`src/rtl/mips_cpu_bus_pkg.sv`:
```
// Shared types for the MIPS CPU Avalon bus arbiter: arbiter state encoding and
// burst counter width.
package mips_cpu_bus_pkg;

    localparam int BURST_CNT_W = 4;

    typedef enum logic [1:0] {
        IDLE     = 2'd0,
        DC_READ  = 2'd1,
        IC_READ  = 2'd2,
        WB_WRITE = 2'd3
    } arb_state_t;

endpackage

```
`src/rtl/mips_cpu_bus_arb_prio.sv`:
```
// IDLE-state priority encoder: picks the next owner of the Avalon port and
// whether a write-buffer grant must drain the buffer completely.
module mips_cpu_bus_arb_prio
    import mips_cpu_bus_pkg::*;
(
    input  logic       wb_empty,
    input  logic       wb_full,
    input  logic       dc_read,
    input  logic       dc_addr_in_wb,
    input  logic       ic_read,
    output arb_state_t grant_state,
    output logic       grant_drain
);

    // A full buffer or a D-cache miss hitting a buffered entry forces a full drain.
    always_comb begin
        grant_state = IDLE;
        grant_drain = 1'b0;
        if (!wb_empty && (wb_full || (dc_read && dc_addr_in_wb))) begin
            grant_state = WB_WRITE;
            grant_drain = 1'b1;
        end else if (dc_read) begin
            grant_state = DC_READ;
        end else if (ic_read) begin
            grant_state = IC_READ;
        end else if (!wb_empty) begin
            grant_state = WB_WRITE;
        end else begin
            grant_state = IDLE;
        end
    end

endmodule

```
`src/rtl/mips_cpu_bus_arbiter.sv`:
```
// Avalon master arbiter for I-cache misses, D-cache misses and write-buffer drain.
// Optional macro ARB_PERF_COUNTERS_EN adds perf_rd_stall/perf_drain/perf_wb_beats.
module mips_cpu_bus_arbiter
    import mips_cpu_bus_pkg::*;
#(
    parameter int WB_BURST_MAX = 4
) (
    input  logic        clk,
    input  logic        rst,
    input  logic        ic_read,
    input  logic [31:0] ic_addr,
    output logic        ic_waitrequest,
    input  logic        dc_read,
    input  logic [31:0] dc_addr,
    output logic        dc_waitrequest,
    input  logic        dc_addr_in_wb,
    output logic [31:0] rd_data,
    input  logic        wb_write,
    input  logic [31:0] wb_addr,
    input  logic        wb_full,
    input  logic        wb_empty,
    output logic        wb_active,
    output logic        wb_waitrequest,
    output logic [31:0] avm_address,
    output logic        avm_read,
    output logic        avm_write,
    input  logic [31:0] avm_readdata,
    input  logic        avm_waitrequest
`ifdef ARB_PERF_COUNTERS_EN
    ,
    output logic [31:0] perf_rd_stall,
    output logic [31:0] perf_drain,
    output logic [31:0] perf_wb_beats
`endif
);

    localparam logic [BURST_CNT_W-1:0] BURST_ZERO = {BURST_CNT_W{1'b0}};
    localparam logic [BURST_CNT_W-1:0] BURST_ONE  = BURST_CNT_W'(1);
    localparam logic [BURST_CNT_W-1:0] BURST_SAT  = {BURST_CNT_W{1'b1}};
    localparam logic [BURST_CNT_W-1:0] BURST_MAX  = BURST_CNT_W'(WB_BURST_MAX);

    arb_state_t             state_r;
    arb_state_t             state_s;
    arb_state_t             grant_state_s;
    logic                   grant_drain_s;
    logic [BURST_CNT_W-1:0] burst_cnt_r;
    logic [BURST_CNT_W-1:0] burst_cnt_s;
    logic [BURST_CNT_W-1:0] burst_inc_s;
    logic                   drain_r;
    logic                   drain_s;
    logic [31:0]            addr_r;
    logic [31:0]            addr_s;
    logic                   beat_s;
    logic                   read_pend_s;

    mips_cpu_bus_arb_prio u_prio (
        .wb_empty      (wb_empty),
        .wb_full       (wb_full),
        .dc_read       (dc_read),
        .dc_addr_in_wb (dc_addr_in_wb),
        .ic_read       (ic_read),
        .grant_state   (grant_state_s),
        .grant_drain   (grant_drain_s)
    );

    assign beat_s      = (state_r == WB_WRITE) && wb_write && !avm_waitrequest;
    assign read_pend_s = ic_read || dc_read;
    assign burst_inc_s = (burst_cnt_r == BURST_SAT) ? burst_cnt_r : (burst_cnt_r + BURST_ONE);

    // Next-state logic; a grant only happens from IDLE so transfers never overlap.
    always_comb begin
        state_s     = state_r;
        burst_cnt_s = burst_cnt_r;
        drain_s     = drain_r;
        addr_s      = addr_r;
        case (state_r)
            IDLE: begin
                state_s     = grant_state_s;
                drain_s     = grant_drain_s;
                burst_cnt_s = BURST_ZERO;
                case (grant_state_s)
                    DC_READ:  addr_s = dc_addr;
                    IC_READ:  addr_s = ic_addr;
                    WB_WRITE: addr_s = wb_addr;
                    default:  addr_s = addr_r;
                endcase
            end
            DC_READ, IC_READ: begin
                if (!avm_waitrequest) begin
                    state_s = IDLE;
                end else begin
                    state_s = state_r;
                end
            end
            WB_WRITE: begin
                if (beat_s) begin
                    burst_cnt_s = burst_inc_s;
                end else begin
                    burst_cnt_s = burst_cnt_r;
                end
                // Yield to a waiting read once a non-drain burst reaches its limit.
                if (wb_empty || (!drain_r && read_pend_s && beat_s && (burst_inc_s == BURST_MAX))) begin
                    state_s     = IDLE;
                    burst_cnt_s = BURST_ZERO;
                    drain_s     = 1'b0;
                end else begin
                    state_s = WB_WRITE;
                end
            end
            default: begin
                state_s     = IDLE;
                burst_cnt_s = BURST_ZERO;
                drain_s     = 1'b0;
            end
        endcase
    end

    // Arbiter state registers; reset drops any bus cycle immediately.
    always_ff @(posedge clk or posedge rst) begin
        if (rst) begin
            state_r     <= IDLE;
            burst_cnt_r <= BURST_ZERO;
            drain_r     <= 1'b0;
            addr_r      <= 32'h0000_0000;
        end else begin
            state_r     <= state_s;
            burst_cnt_r <= burst_cnt_s;
            drain_r     <= drain_s;
            addr_r      <= addr_s;
        end
    end

    // Bus and requester handshakes decoded from the registered state.
    always_comb begin
        avm_read       = 1'b0;
        avm_write      = 1'b0;
        avm_address    = addr_r;
        wb_active      = 1'b0;
        wb_waitrequest = 1'b1;
        dc_waitrequest = 1'b1;
        ic_waitrequest = 1'b1;
        case (state_r)
            DC_READ: begin
                avm_read       = 1'b1;
                dc_waitrequest = avm_waitrequest;
            end
            IC_READ: begin
                avm_read       = 1'b1;
                ic_waitrequest = avm_waitrequest;
            end
            WB_WRITE: begin
                wb_active      = 1'b1;
                wb_waitrequest = avm_waitrequest;
                avm_write      = wb_write;
                avm_address    = wb_addr;
            end
            default: begin
                avm_read = 1'b0;
            end
        endcase
    end

    assign rd_data = avm_readdata;

`ifdef ARB_PERF_COUNTERS_EN
    logic [31:0] perf_rd_stall_r;
    logic [31:0] perf_drain_r;
    logic [31:0] perf_wb_beats_r;

    // Wrapping performance counters.
    always_ff @(posedge clk or posedge rst) begin
        if (rst) begin
            perf_rd_stall_r <= 32'd0;
            perf_drain_r    <= 32'd0;
            perf_wb_beats_r <= 32'd0;
        end else begin
            if ((dc_read && (state_r != DC_READ)) || (ic_read && (state_r != IC_READ))) begin
                perf_rd_stall_r <= perf_rd_stall_r + 32'd1;
            end
            if ((state_r == IDLE) && (grant_state_s == WB_WRITE) && grant_drain_s) begin
                perf_drain_r <= perf_drain_r + 32'd1;
            end
            if (beat_s) begin
                perf_wb_beats_r <= perf_wb_beats_r + 32'd1;
            end
        end
    end

    assign perf_rd_stall = perf_rd_stall_r;
    assign perf_drain    = perf_drain_r;
    assign perf_wb_beats = perf_wb_beats_r;
`endif

endmodule

```
`config.mk`:
```
export PLATFORM = sky130hd
export DESIGN_NAME = mips_cpu_bus_arbiter
export DESIGN_NICKNAME = d
export VERILOG_FILES = /design/src/rtl/mips_cpu_bus_pkg.sv /design/src/rtl/mips_cpu_bus_arb_prio.sv /design/src/rtl/mips_cpu_bus_arbiter.sv
export SDC_FILE = /design/constraint.sdc
export NUM_CORES = 1
export LEC_CHECK = 0
export ABC_AREA = 1
export CAP_MARGIN = 20
export CORE_ASPECT_RATIO = 0.7
export CORE_MARGIN = 2
export CORE_UTILIZATION = 37
export DETAILED_ROUTE_END_ITERATION = 7
export GPL_TIMING_DRIVEN = 1
export PLACE_DENSITY_LB_ADDON = 0.15
export SLEW_MARGIN = 15
export SYNTH_ARGS = -nofsm -noshare
export SYNTH_HDL_FRONTEND = slang
export SYNTH_SLANG_ARGS = --single-unit
```
`constraint.sdc`:
```
create_clock -name clk -period 2.6 [get_ports clk]
set_clock_uncertainty 0.2 [all_clocks]
set_input_delay 0.78 -clock clk [delete_from_list [all_inputs] [get_ports clk]]
set_output_delay 0.78 -clock clk [all_outputs]
set_load 0.05 [all_outputs]
```
# After elaboration in Yosys (flattened, before gate mapping)
# Index checks and enable logic that the tools add are counted.
dict set report word_totals {
  ff_bits 39
  latchBits 0
  mem_bits_rw 0
  romBits 0
  inputBits 137
  elab_cells 58
  mem_count 0
}
dict set report classes {
  addsub 1
  n_mul 0
  div 0
  order_cmp 0
  n_eq_ne 11
  shift 0
  n_mux 22
  bitwise_logic 0
  n_reduce_logical 20
}
# cell count
set ops {}
lappend ops {{32-bit one-hot mux with 3 select lines} 1}
lappend ops {{32-bit two-way mux} 1}
lappend ops {{2-bit two-way mux} 6}
lappend ops {{4-bit two-way mux} 3}
lappend ops {{2-bit equality test (second input constant)} 4}
lappend ops {{1-bit two-way mux} 8}
lappend ops {{4-bit one-hot mux with 2 select lines} 1}
lappend ops {{1-bit logical AND} 7}
lappend ops {{2-bit one-hot mux with 3 select lines} 1}
lappend ops {{2-bit AND reduction} 3}
lappend ops {{4-bit by 1-bit adder with 4-bit output (second input constant)} 1}
lappend ops {{2-bit by 1-bit equality test with 1-bit output (second input constant)} 2}
lappend ops {{4-bit by 3-bit equality test with 1-bit output (second input constant)} 1}
lappend ops {{4-bit equality test (second input constant)} 1}
lappend ops {{1-bit logical NOT} 3}
lappend ops {{1-bit logical OR} 3}
lappend ops {{3-bit by 2-bit inequality test with 1-bit output (second input constant)} 1}
lappend ops {{3-bit nonzero test} 1}
lappend ops {{2-bit logical NOT} 1}
lappend ops {{2-bit by 1-bit inequality test with 1-bit output (second input constant)} 1}
lappend ops {{2-bit inequality test (second input constant)} 1}
lappend ops {{1-bit one-hot mux with 2 select lines} 1}
lappend ops {{2-bit nonzero test} 1}
lappend ops {{2-bit OR reduction} 1}

# Logic depth before layout (Yosys ltp)
dict set report logic_depth {
  ltp_word 8
  ltp_mapped 12
}

# Cells and area by module
# From an unflattened synthesis, not the netlist that was laid out.
dict set report unflattened {
  cells_unflattened 440
  area_unflattened_um2 2921.6
}
# mod n_inst cells_per_inst area_each_um2 seq_area_each_um2
set modules_own_cells {}
lappend modules_own_cells {mips_cpu_bus_arbiter 1 429 2874.0 975.9}
lappend modules_own_cells {mips_cpu_bus_arb_prio 1 11 47.5 0.0}

# Least setup slack after synthesis
# No wires, ideal clock.
dict set report synth_timing {
  path_type {register to output}
  start {register state_r[0]}
  end {output port avm_address[25]}
  t_arrival_ns 2.648
  required_time_ns 1.620
  slack_ns -1.028
  path_stages_with_launch 7
  n_path_buf 3
  path_cell_list {dfrtp_1 ha_1 clkbuf_1 inv_1 clkbuf_1 clkbuf_1 o21ai_0}
}
dict set report synth_via {
  elab_chain_len 2
}
# element line
set synth_rtl {}
lappend synth_rtl {{from (decl)} mips_cpu_bus_arbiter.sv:42} ;# arb_state_t state_r;
lappend synth_rtl {{from (signal assigned)} mips_cpu_bus_arbiter.sv:126} ;# state_r <= state_s;
lappend synth_rtl {{2-bit equality test} mips_cpu_bus_arbiter.sv:142} ;# case (state_r)
lappend synth_rtl {{32-bit two-way mux} mips_cpu_bus_arbiter.sv:142}
lappend synth_rtl {{to (decl)} mips_cpu_bus_arbiter.sv:24} ;# output logic [31:0] avm_address,
# No other way between the ends.

# Worst setup path in the final report
dict set report layout_timing {
  start {input port wb_addr[24]}
  end {output port avm_address[24]}
}
dict set report layout_via {
  elab_chain_len 1
}
# element line
set layout_rtl {}
lappend layout_rtl {{from (decl)} mips_cpu_bus_arbiter.sv:19} ;# input logic [31:0] wb_addr,
lappend layout_rtl {{32-bit two-way mux} mips_cpu_bus_arbiter.sv:142}
# No other way between the ends.

==> impl_metrics.py <==
metrics = {
    "yosys": {
        "syn_inst": 492,
        "ys_seq_area_share_pct": 31.4,
        "avgSynthCellArea_um2": 6.31,
        "synth_commonest_cells": "112 x nand2_1, 79 x nor2_1, 72 x nand3_1",
        "post_synth_main_area_contributors": "dfrtp_1 31%, nand2_1 14%, nand3_1 12%, nor2_1 9.5%, buf_4 8.2%",
        "async_reset_ff_share_pct": 100,
        "yosysMostFrequentCell": "nand2_1",
        "synthAdderAreaFrac_pct": 2.01,
        "yosys.area.top_type": "dfrtp_1",
        "syn-cell-area_mm2": 0.00311,
        "syn_nets": 634,
        "synth_compound_area_share_pct": 12.3,
        "synth_xor_xnor_area_share_pct": 0,
        "synth_top_area_share_pct": 31.4,
        "synth_top_family_by_area": "simple AND/OR/NAND/NOR gates",
        "yosysUniqueCellTypes": 18,
        "yosysWarnings": 0,
        "synth_ff_type": "dfrtp_1",
        "synth-edff-count": 0,
        "synth_seq_cells": 39,
        "yosys.area_share.simple_pct": 35.5,
        "synthMuxAreaShare_pct": 0,
    },
    "critical_path": {
        "r2r_cells": 8,
        "crit_arrival_ns": 1.60,
        "r2r-end": "addr_r[31]$_DFFE_PP0P_",
        "path_buf_inv": 3,
        "cp.required_ns": 1.62,
        "worstPathMaxFanout": 2,
        "cp-start-kind": "input port",
        "cp_cell_sequence": "clkdlybuf4s50_1, inv_1, o21ai_4, buf_12",
        "regToRegSetupSlack_ns": 0.44,
        "worstSetupEndpointType": "output pin",
        "cp_slowest_cell": "clkdlybuf4s50_1",
        "r2r-start": "state_r[0]$_DFFE_PP0P_",
        "cpPeakStageDelay_ns": 0.45,
        "critical_path.top_delay_family": "buffers and inverters",
        "crit_type": "input port to output pin",
    },
    "drt": {
        "ant_nets": 0,
        "wirelength_um": 9920,
        "drt_pass1_iterations": 4,
        "drt_iter0_drc": 148,
        "via_per_inst": 4.94,
        "routedWlPerCell_um": 14.0,
        "vias": 3506,
        "drc_errors": 0,
    },
    "finish": {
        "final_layout_size_suffix_gt1_share_pct": 20.9,
        "n_fill_cell": 679,
        "layout.nets": 749,
        "final_util_pct": 67.5,
        "final_cell_area_mm2": 0.00541,
        "syn_to_final_growth_pct": 74.1,
        "antenna_cells": 0,
    },
    "power": {
        "leakagePower_nw": 2.65,
        "peakVddDrop_mv": 0.641,
        "power.density_mw_per_mm2": 1300,
    },
    "sta": {
        "relSlewSlack_pct": 69.3,
        "tightest_slew_ns": 0.460,
        "setup_viol": 0,
        "hold_viol": 0,
        "worst_slack_ns": 0.0242,
        "period_share_pct": 99.1,
        "fmax_mhz": 388,
        "slew_violations": 0,
        "holdWs_ns": 0.275,
        "tns_ns": 0,
        "post-route-min-period_ns": 2.58,
        "grt_setup_unrepaired": "yes",
    },
    "clocking": {
        "cts-root-buf": "clkbuf_16",
        "cts_tree": "yes",
        "htreeDepth": 2,
        "clock_latency_ns": 0.28,
        "cts_max_path_buffers": 2,
        "cts_buffers": 5,
        "ctsHoldBuffers": 0,
        "cts.sinks": 39,
        "cts.clk_slew.worst_paths_ns": 0.06,
    },
    "die": {
        "initial_utilization_pct": 38.8,
        "die_area_mm2": 0.00915,
        "die_y_um": 80.7,
        "die_x_um": 114,
        "rows": 27,
        "core_area_mm2": 0.00801,
        "io-pin-count": 207,
    },
    "placed_design": {
        "place_congestion": 0.754,
        "placed_area_mm2": 0.00505,
        "dp_slack_ns": -0.0754,
        "portBuffers": 142,
        "dpl.hpwl_um": 7260,
    },
    "grt": {
        "grt_start_max_net_pins": 40,
        "antenna_found_initial": 0,
        "grt_pass1_vias": 3405,
        "overflow": 0,
        "grt_pass1_wl_um": 16200,
        "grt_usage_pct": 22.2,
    },
    "hold_path": {
        "min_from": "drain_r$_DFFE_PP0P_",
        "hold_class": "flop to flop",
        "hold_path_end": "drain_r$_DFFE_PP0P_",
        "min_path_cells": 2,
    },
    "outcome": {
        "outcome": "complete, no violations",
    },
    "job": {
        "maxCapViolations": 0,
    },
}
==> how the worst max path moves through the flow <==
stage	cells past startpoint	startpoint	endpoint
6_report	4	wb_addr[24]	avm_address[24]
5_1_grt	4	avm_waitrequest	dc_waitrequest
4_1_cts	4	wb_addr[22]	avm_address[22]
3_5_place_dp	4	wb_addr[18]	avm_address[18]
3_3_place_gp	4	wb_addr[18]	avm_address[18]
2_1_floorplan	4	state_r[1]$_DFFE_PP0P_	avm_address[10]
==> through the flow <==
step	total power [mW]	std cells
after floorplan	3.97	492
after global placement	6.09	697
after detailed placement	6.17	697
after CTS	7.05	709
after global routing	7.44	709
final	7.04	709
==> worst register-to-register path: stages (launching register included) <==
cell     delay, ns
dfrtp_2       0.43
buf_4         0.15
inv_1         0.07
ha_1          0.32
o31ai_4       0.15
inv_2         0.37
nand3_1       0.18
nor2_1        0.13
nor2_1        0.05
==> kinds of logic after synthesis <==
| family | after synthesis |
|---|---|
| fa+ha+maj | 5 |
| simple gates | 267 |
| flops | 39 |
| buf+inv | 117 |
| compound gates | 64 |
==> cells in the final DEF, fill, tap and decap left out, drive strengths merged <==
master         count
a21oi              4
a22oi             19
buf               64
clkbuf             8
clkdlybuf4s50     85
clkinvlp           1
dfrtp             39
dlygate4sd2        3
dlymetal6s2s      16
ha                 5
inv               56
nand2            113
nand3             72
nand4              3
nor2              79
o211ai             1
o21ai             39
o31ai              1
==> registers in the layout, indices dropped and copies added (netlist names) <==
name	flops
state_r	2
burst_cnt_r	4
drain_r	1
addr_r	32
==> layout make-up <==
| type | instances | area (um^2) | area share (%) |
|---|---|---|---|
| Inverter | 57 | 218 | 4.03 |
| Timing Repair Buffer | 168 | 2150 | 39.8 |
| Sequential cell | 39 | 977 | 18.1 |
| Multi-Input combinational cell | 336 | 1780 | 32.9 |
| Tap cell | 101 | 126 | 2.34 |
| Clock buffer | 8 | 156 | 2.89 |
==> power by group <==
group          switching [mW]  leakage, nW  internal, mW
clock                   0.237       0.0772         0.409
sequential              0.119        0.451         0.899
combinational            2.99         2.12          2.39
==> per-layer routing <==
layer | vias up | share of wire, % | wire (um) | track usage, %
met5 | - | 0 | 0 | 0
li1 | 1764 | - | - | -
met4 | 0 | 1.8 | 176 | 7.07
met1 | 1599 | 44 | 4350 | 27.7
met2 | 122 | 48 | 4770 | 37.7
met3 | 21 | 6.2 | 620 | 5.66
==> what timing repair did <==
| item | CTS | global route |
|---|---|---|
| pin swaps | 7 | 9 |
| setup endpoints to repair | 32 | 21 |
| cloned | 1 | 0 |
| buffers inserted | 3 | 0 |
| resized for setup | 25 | 33 |
Power figures use the tool's default switching activity.
